File: config.mk
export PLATFORM = sky130hd
export DESIGN_NAME = afe2256_lvds_word_aligner
export DESIGN_NICKNAME = d
export VERILOG_FILES = /design/src/rtl/afe2256_lvds_word_aligner.sv
export SDC_FILE = /design/constraint.sdc
export NUM_CORES = 1
export LEC_CHECK = 0
export ABC_AREA = 1
export CORE_ASPECT_RATIO = 1.2
export CORE_MARGIN = 4
export CORE_UTILIZATION = 50
export CTS_BUF_LIST = sky130_fd_sc_hd__clkbuf_2
export DETAILED_ROUTE_END_ITERATION = 7
export GPL_TIMING_DRIVEN = 0
export PLACE_DENSITY = 0.75
export SLEW_MARGIN = 20
export SYNTH_ARGS = -nofsm -noshare
export SYNTH_HDL_FRONTEND = slang
export SYNTH_SLANG_ARGS = --single-unit
File: constraint.sdc
create_clock -name clk -period 3.4 [get_ports clk]
set_input_delay 0.85 -clock clk [delete_from_list [all_inputs] [get_ports clk]]
set_output_delay 0.85 -clock clk [all_outputs]
set_load 0.05 [all_outputs]
File: src/rtl/afe2256_lvds_word_aligner.sv
// Word aligner and line framer behind the AFE2256 ISERDES 1:4 deserializer.
// It finds the FFF000 sync pattern at any bit offset, locks the boundary and frames 24-bit words into lines.
package afe2256_lvds_word_aligner_pkg;
    typedef enum logic [2:0] {
        IDLE    = 3'd0,
        ALIGN   = 3'd1,
        SYNC    = 3'd2,
        CAPTURE = 3'd3,
        ERROR   = 3'd4
    } deser_state_t;
endpackage

module afe2256_lvds_word_aligner
    import afe2256_lvds_word_aligner_pkg::*;
#(
    parameter int SYNC_COUNT    = 4,
    parameter int ALIGN_TIMEOUT = 4096,
    parameter int LINE_PIXELS   = 256
) (
    input  logic        clk,
    input  logic        rst,
    input  logic        enable,
    input  logic        resync,
    input  logic        in_valid,
    input  logic [3:0]  in_bits,
    output logic        out_valid,
    output logic [11:0] out_pixel,
    output logic [11:0] out_align,
    output logic        out_sol,
    output logic        out_eol,
    output logic        locked,
    output logic [1:0]  bit_offset,
    output logic [2:0]  state,
    output logic        align_err
);
    localparam logic [23:0] SYNC_WORD = 24'hFFF000;
    localparam int SW = (SYNC_COUNT > 1) ? $clog2(SYNC_COUNT) : 1;
    localparam int TW = (ALIGN_TIMEOUT > 1) ? $clog2(ALIGN_TIMEOUT) : 1;
    localparam int PW = (LINE_PIXELS > 1) ? $clog2(LINE_PIXELS) : 1;
    localparam logic [SW-1:0] SYNC_LAST = SW'(SYNC_COUNT - 1);
    localparam logic [TW-1:0] TMO_LAST  = TW'(ALIGN_TIMEOUT - 1);
    localparam logic [PW-1:0] PIX_LAST  = PW'(LINE_PIXELS - 1);

    deser_state_t  state_q, state_d;
    logic [26:0]   hist;
    logic [26:0]   nxt;
    logic [3:0]    match;
    logic [23:0]   word;
    logic [2:0]    ph, ph_d, ph_step;
    logic [SW-1:0] sync_cnt, sync_d;
    logic [TW-1:0] tmo_cnt, tmo_d;
    logic [PW-1:0] pix_cnt, pix_d;
    logic [1:0]    off_d;
    logic          boundary;
    logic          emit;

    // [3] of each group is the earliest bit, so the newest bit lands at nxt[0].
    assign nxt      = {hist[22:0], in_bits};
    assign word     = nxt[bit_offset +: 24];
    assign boundary = in_valid && (ph == 3'd5);
    assign ph_step  = (ph == 3'd5) ? 3'd0 : ph + 3'd1;

    always_comb begin
        for (int k = 0; k < 4; k++) begin
            match[k] = (nxt[k +: 24] == SYNC_WORD);
        end
    end

    // NOTE: every variable gets a default before any branch so no path infers a latch.
    always_comb begin
        state_d = state_q;
        ph_d    = ph;
        sync_d  = sync_cnt;
        tmo_d   = tmo_cnt;
        pix_d   = pix_cnt;
        off_d   = bit_offset;
        emit    = 1'b0;
        if (!enable) begin
            state_d = IDLE;
            ph_d    = '0;
            sync_d  = '0;
            tmo_d   = '0;
            pix_d   = '0;
        end else if (resync && (state_q == SYNC || state_q == CAPTURE)) begin
            state_d = ALIGN;
            sync_d  = '0;
            tmo_d   = '0;
            pix_d   = '0;
        end else begin
            case (state_q)
                IDLE: begin
                    state_d = ALIGN;
                    ph_d    = '0;
                    sync_d  = '0;
                    tmo_d   = '0;
                    pix_d   = '0;
                end
                ALIGN: begin
                    if (in_valid) begin
                        if (|match) begin
                            off_d   = match[0] ? 2'd0 : match[1] ? 2'd1 : match[2] ? 2'd2 : 2'd3;
                            ph_d    = '0;
                            sync_d  = SW'(1);
                            state_d = (SYNC_COUNT == 1) ? CAPTURE : SYNC;
                        end else if (tmo_cnt == TMO_LAST) begin
                            state_d = ERROR;
                        end else begin
                            tmo_d = tmo_cnt + 1'b1;
                        end
                    end
                end
                SYNC: begin
                    if (in_valid) begin
                        ph_d = ph_step;
                        if (boundary) begin
                            if (word != SYNC_WORD) begin
                                state_d = ALIGN;
                                tmo_d   = '0;
                            end else if (sync_cnt == SYNC_LAST) begin
                                state_d = CAPTURE;
                            end else begin
                                sync_d = sync_cnt + 1'b1;
                            end
                        end
                    end
                end
                CAPTURE: begin
                    if (in_valid) begin
                        ph_d = ph_step;
                        if (boundary) begin
                            emit  = 1'b1;
                            pix_d = (pix_cnt == PIX_LAST) ? '0 : pix_cnt + 1'b1;
                        end
                    end
                end
                ERROR:   state_d = ERROR;
                default: state_d = IDLE;
            endcase
        end
    end

    // NOTE: clocked state uses non-blocking assignments so every register samples pre-edge values.
    always_ff @(posedge clk) begin
        if (rst) begin
            state_q    <= IDLE;
            hist       <= '0;
            ph         <= '0;
            sync_cnt   <= '0;
            tmo_cnt    <= '0;
            pix_cnt    <= '0;
            bit_offset <= '0;
            out_valid  <= 1'b0;
            out_sol    <= 1'b0;
            out_eol    <= 1'b0;
            out_pixel  <= '0;
            out_align  <= '0;
        end else begin
            state_q    <= state_d;
            ph         <= ph_d;
            sync_cnt   <= sync_d;
            tmo_cnt    <= tmo_d;
            pix_cnt    <= pix_d;
            bit_offset <= off_d;
            if (in_valid) begin
                hist <= nxt;
            end
            out_valid <= emit;
            out_sol   <= emit && (pix_cnt == '0);
            out_eol   <= emit && (pix_cnt == PIX_LAST);
            // Data holds between strobes; only out_valid qualifies it.
            if (emit) begin
                out_pixel <= word[23:12];
                out_align <= word[11:0];
            end
        end
    end

    assign state     = state_q;
    assign locked    = (state_q == CAPTURE);
    assign align_err = (state_q == ERROR);

endmodule
==> impl_metrics.tcl <==
set metrics [dict create \
    status "finished clean" \
    rsz0062_at_grt "false" \
    fmax_ghz 0.3136 \
    arrival_ps 2340 \
    grt_pass1_vias 4880 \
    diodes 0 \
    skew_ps 28.80 \
    cp-end-kind "output pin" \
    io_buffer_count 40 \
    ir_drop_mv 0.2454 \
    syn2layout_area_growth_pct 14.42 \
    ios 43 \
    r2r_slack_ps 1120 \
    syn_area_um2 4746 \
    yosysTopAreaCell "dfxtp_1" \
    grt_max_degree 14 \
    chipWidth_um 96.94 \
    tightest_slew_ps 734.9 \
    ys_warn_count 0 \
    clk_latency_ps 580 \
    worstReg2RegEnd "tmo_cnt[10]$_SDFFE_PP0P_" \
    gp_congestion 0.9546 \
    syn_nets 763 \
    synth.top_cells.by_area "dfxtp_1 34%, nand2_1 14%, nand3_1 8.4%" \
    critical_path_class "register to output pin" \
    rr_worst_depth 14 \
    p_leak_nw 2.160 \
    period_share_pct 93.78 \
    die_y_um 114.7 \
    crit_start "state[1]$_SDFFE_PP0P_" \
    drt_iter0_markers 405 \
    initial_core_util_pct 51.72 \
    layout_commonest_cell "nand2_1" \
    core_um2 9176 \
    ant_nets 0 \
    cts_tree "done" \
    ys_ff_latch 80 \
    worstHoldPathType "register to register" \
    final_cell_mix "180 x nand2_1, 91 x nor2_1, 80 x nand3_1, 80 x dfxtp_1, 71 x a21oi_1" \
    post-cts-setup-buffer-count 0 \
    row_count 38 \
    clk_path_buf_depth 2 \
    report.final.setup_viol 0 \
    antenna_found_initial 0 \
    tns_ps 0 \
    hold_viol 0 \
    grt_pass1_wl_um 23040 \
    seq_area_frac_synth_pct 33.75 \
    overflow 0 \
    cts_sinks 80 \
    cp_data_required_time_ps 2550 \
    powerDensity_nw_per_um2 335.2 \
    cts_max_level 3 \
    clkTransAtPathRegs_ps 230 \
    numCtsBuffers 9 \
    synthCells 750 \
    synth_top_cell_area_share_pct 33.75 \
    path_max_fanout 4 \
    drc 0 \
    final_core_util_pct 59.18 \
    die-area_um2 11120 \
    relSlewSlack_pct 50.49 \
    whs_endpoint "out_pixel[2]$_SDFFE_PP0P_" \
    period_needed_ps 3188 \
    fin_nets 814 \
    first_pass_iters 5 \
    fill_cells 916 \
    cts-root-buf "clkbuf_2" \
    drv_slew 0 \
    cts_resized 0 \
    vias_per_cell 5.553 \
    dp_hpwl_um 10490 \
    r2r_start "hist[10]$_SDFFE_PP0P_" \
    wl_per_cell_um 14.83 \
    dr_total_vias 5142 \
    synth_cell_types 36 \
    syn_avg_cell_area_um2 6.328 \
    startpoint_type "register" \
    layout-drive-gt1-share_pct 6.948 \
    ctsHoldBuffers 0 \
    hp-start "out_pixel[2]$_SDFFE_PP0P_" \
    min_delay_path_depth 2 \
    wl_um 13740 \
    drv_cap 0 \
    grt_usage_pct 25.14 \
]
==> power by group <==
| part | total [mW] | leakage, nW | internal [mW] | switching (mW) |
|---|---|---|---|---|
| Clock | 0.586 | 0.0756 | 0.242 | 0.344 |
| Sequential | 0.989 | 0.650 | 0.962 | 0.0274 |
| Combinational | 0.245 | 1.43 | 0.0745 | 0.171 |
==> worst max path at each step <==
stage,to,slack (ps)
3_5_place_dp,tmo_cnt[8]$_SDFFE_PP0P_,380
6_report,align_err,210
2_1_floorplan,pix_cnt[7]$_SDFFE_PP0P_,810
4_1_cts,align_err,190
5_1_grt,align_err,60
3_3_place_gp,tmo_cnt[8]$_SDFFE_PP0P_,450
==> synthesized netlist by cell type (all sizes together) <==
cell type,count
a21oi,72
nor3b,1
nor4,6
inv,71
nor3,13
xnor2,2
o21a,7
clkinv,2
o21ai,51
xor2,3
nand2,183
nor2,96
nand4,27
o22ai,1
dfxtp,80
a211oi,4
buf,17
nand3,82
a31oi,8
clkbuf,20
ha,4
==> final cells by class <==
type / count / area (um^2) / area share, %
tap: 120 / 150.1 / 2.765
sequential: 80 / 1602 / 29.49
inverter: 73 / 279.0 / 5.138
clock buffer: 10 / 50.05 / 0.9217
multi-input combinational: 560 / 2661 / 49.01
buffer: 37 / 203.9 / 3.756
timing repair buffer: 40 / 400.4 / 7.373
clock inverter: 6 / 83.83 / 1.544
==> registers in the layout, indices dropped and copies added, names as in the netlist <==
signal,flops
out_eol,1
out_align,12
out_valid,1
pix_cnt,8
out_pixel,12
state,3
tmo_cnt,12
sync_cnt,2
hist,23
ph,3
bit_offset,2
out_sol,1
==> worst max-delay path, cell delays in order, from the launching register on <==
cell and delay (ps):
dfxtp_1 410, inv_1 190, nand2_1 150, nor2_1 180
clkdlybuf4s50_1 830
==> metrics by stage <==
| stage | cell area, um^2 | setup slack (ps) | power [mW] | hold slack (ps) | std cells |
|---|---|---|---|---|---|
| CTS | 5430 | 189.4 | 1.826 | 463.2 | 926 |
| detailed placement | 5296 | 375.8 | 1.248 | 438.5 | 910 |
| finish | 5430 | 211.5 | 1.820 | 459.7 | 926 |
| floorplan | 4746 | 815.0 | 1.173 | 440.8 | 750 |
| global route | 5430 | 57.58 | 1.906 | 492.4 | 926 |
| global placement | 5296 | 447.5 | 1.243 | 435.2 | 910 |
==> kinds of logic (layout without fill, tap and decap cells) <==
| logic type | count (synthesis) | after routing | share of synthesized area (%) |
|---|---|---|---|
| adder cells (fa/ha/maj) | 4 | 4 | 1.055 |
| buffers and inverters | 110 | 166 | 10.18 |
| AND/OR/NAND/NOR | 408 | 408 | 38.04 |
| flip-flops | 80 | 80 | 33.75 |
| XOR/XNOR | 5 | 5 | 0.9229 |
| AO/OA/AOI/OAI | 143 | 143 | 16.06 |
==> routing by layer <==
layer	wire (um)	share of wire, %	vias to the layer above	track usage [%]
met5	0	0	-	0
met4	296	2.2	0	10.67
met3	629	4.6	27	3.595
met2	6967	51	158	45.21
met1	5843	43	2364	30.06
li1	-	-	2593	-
(Power assumes the default switching activity.)
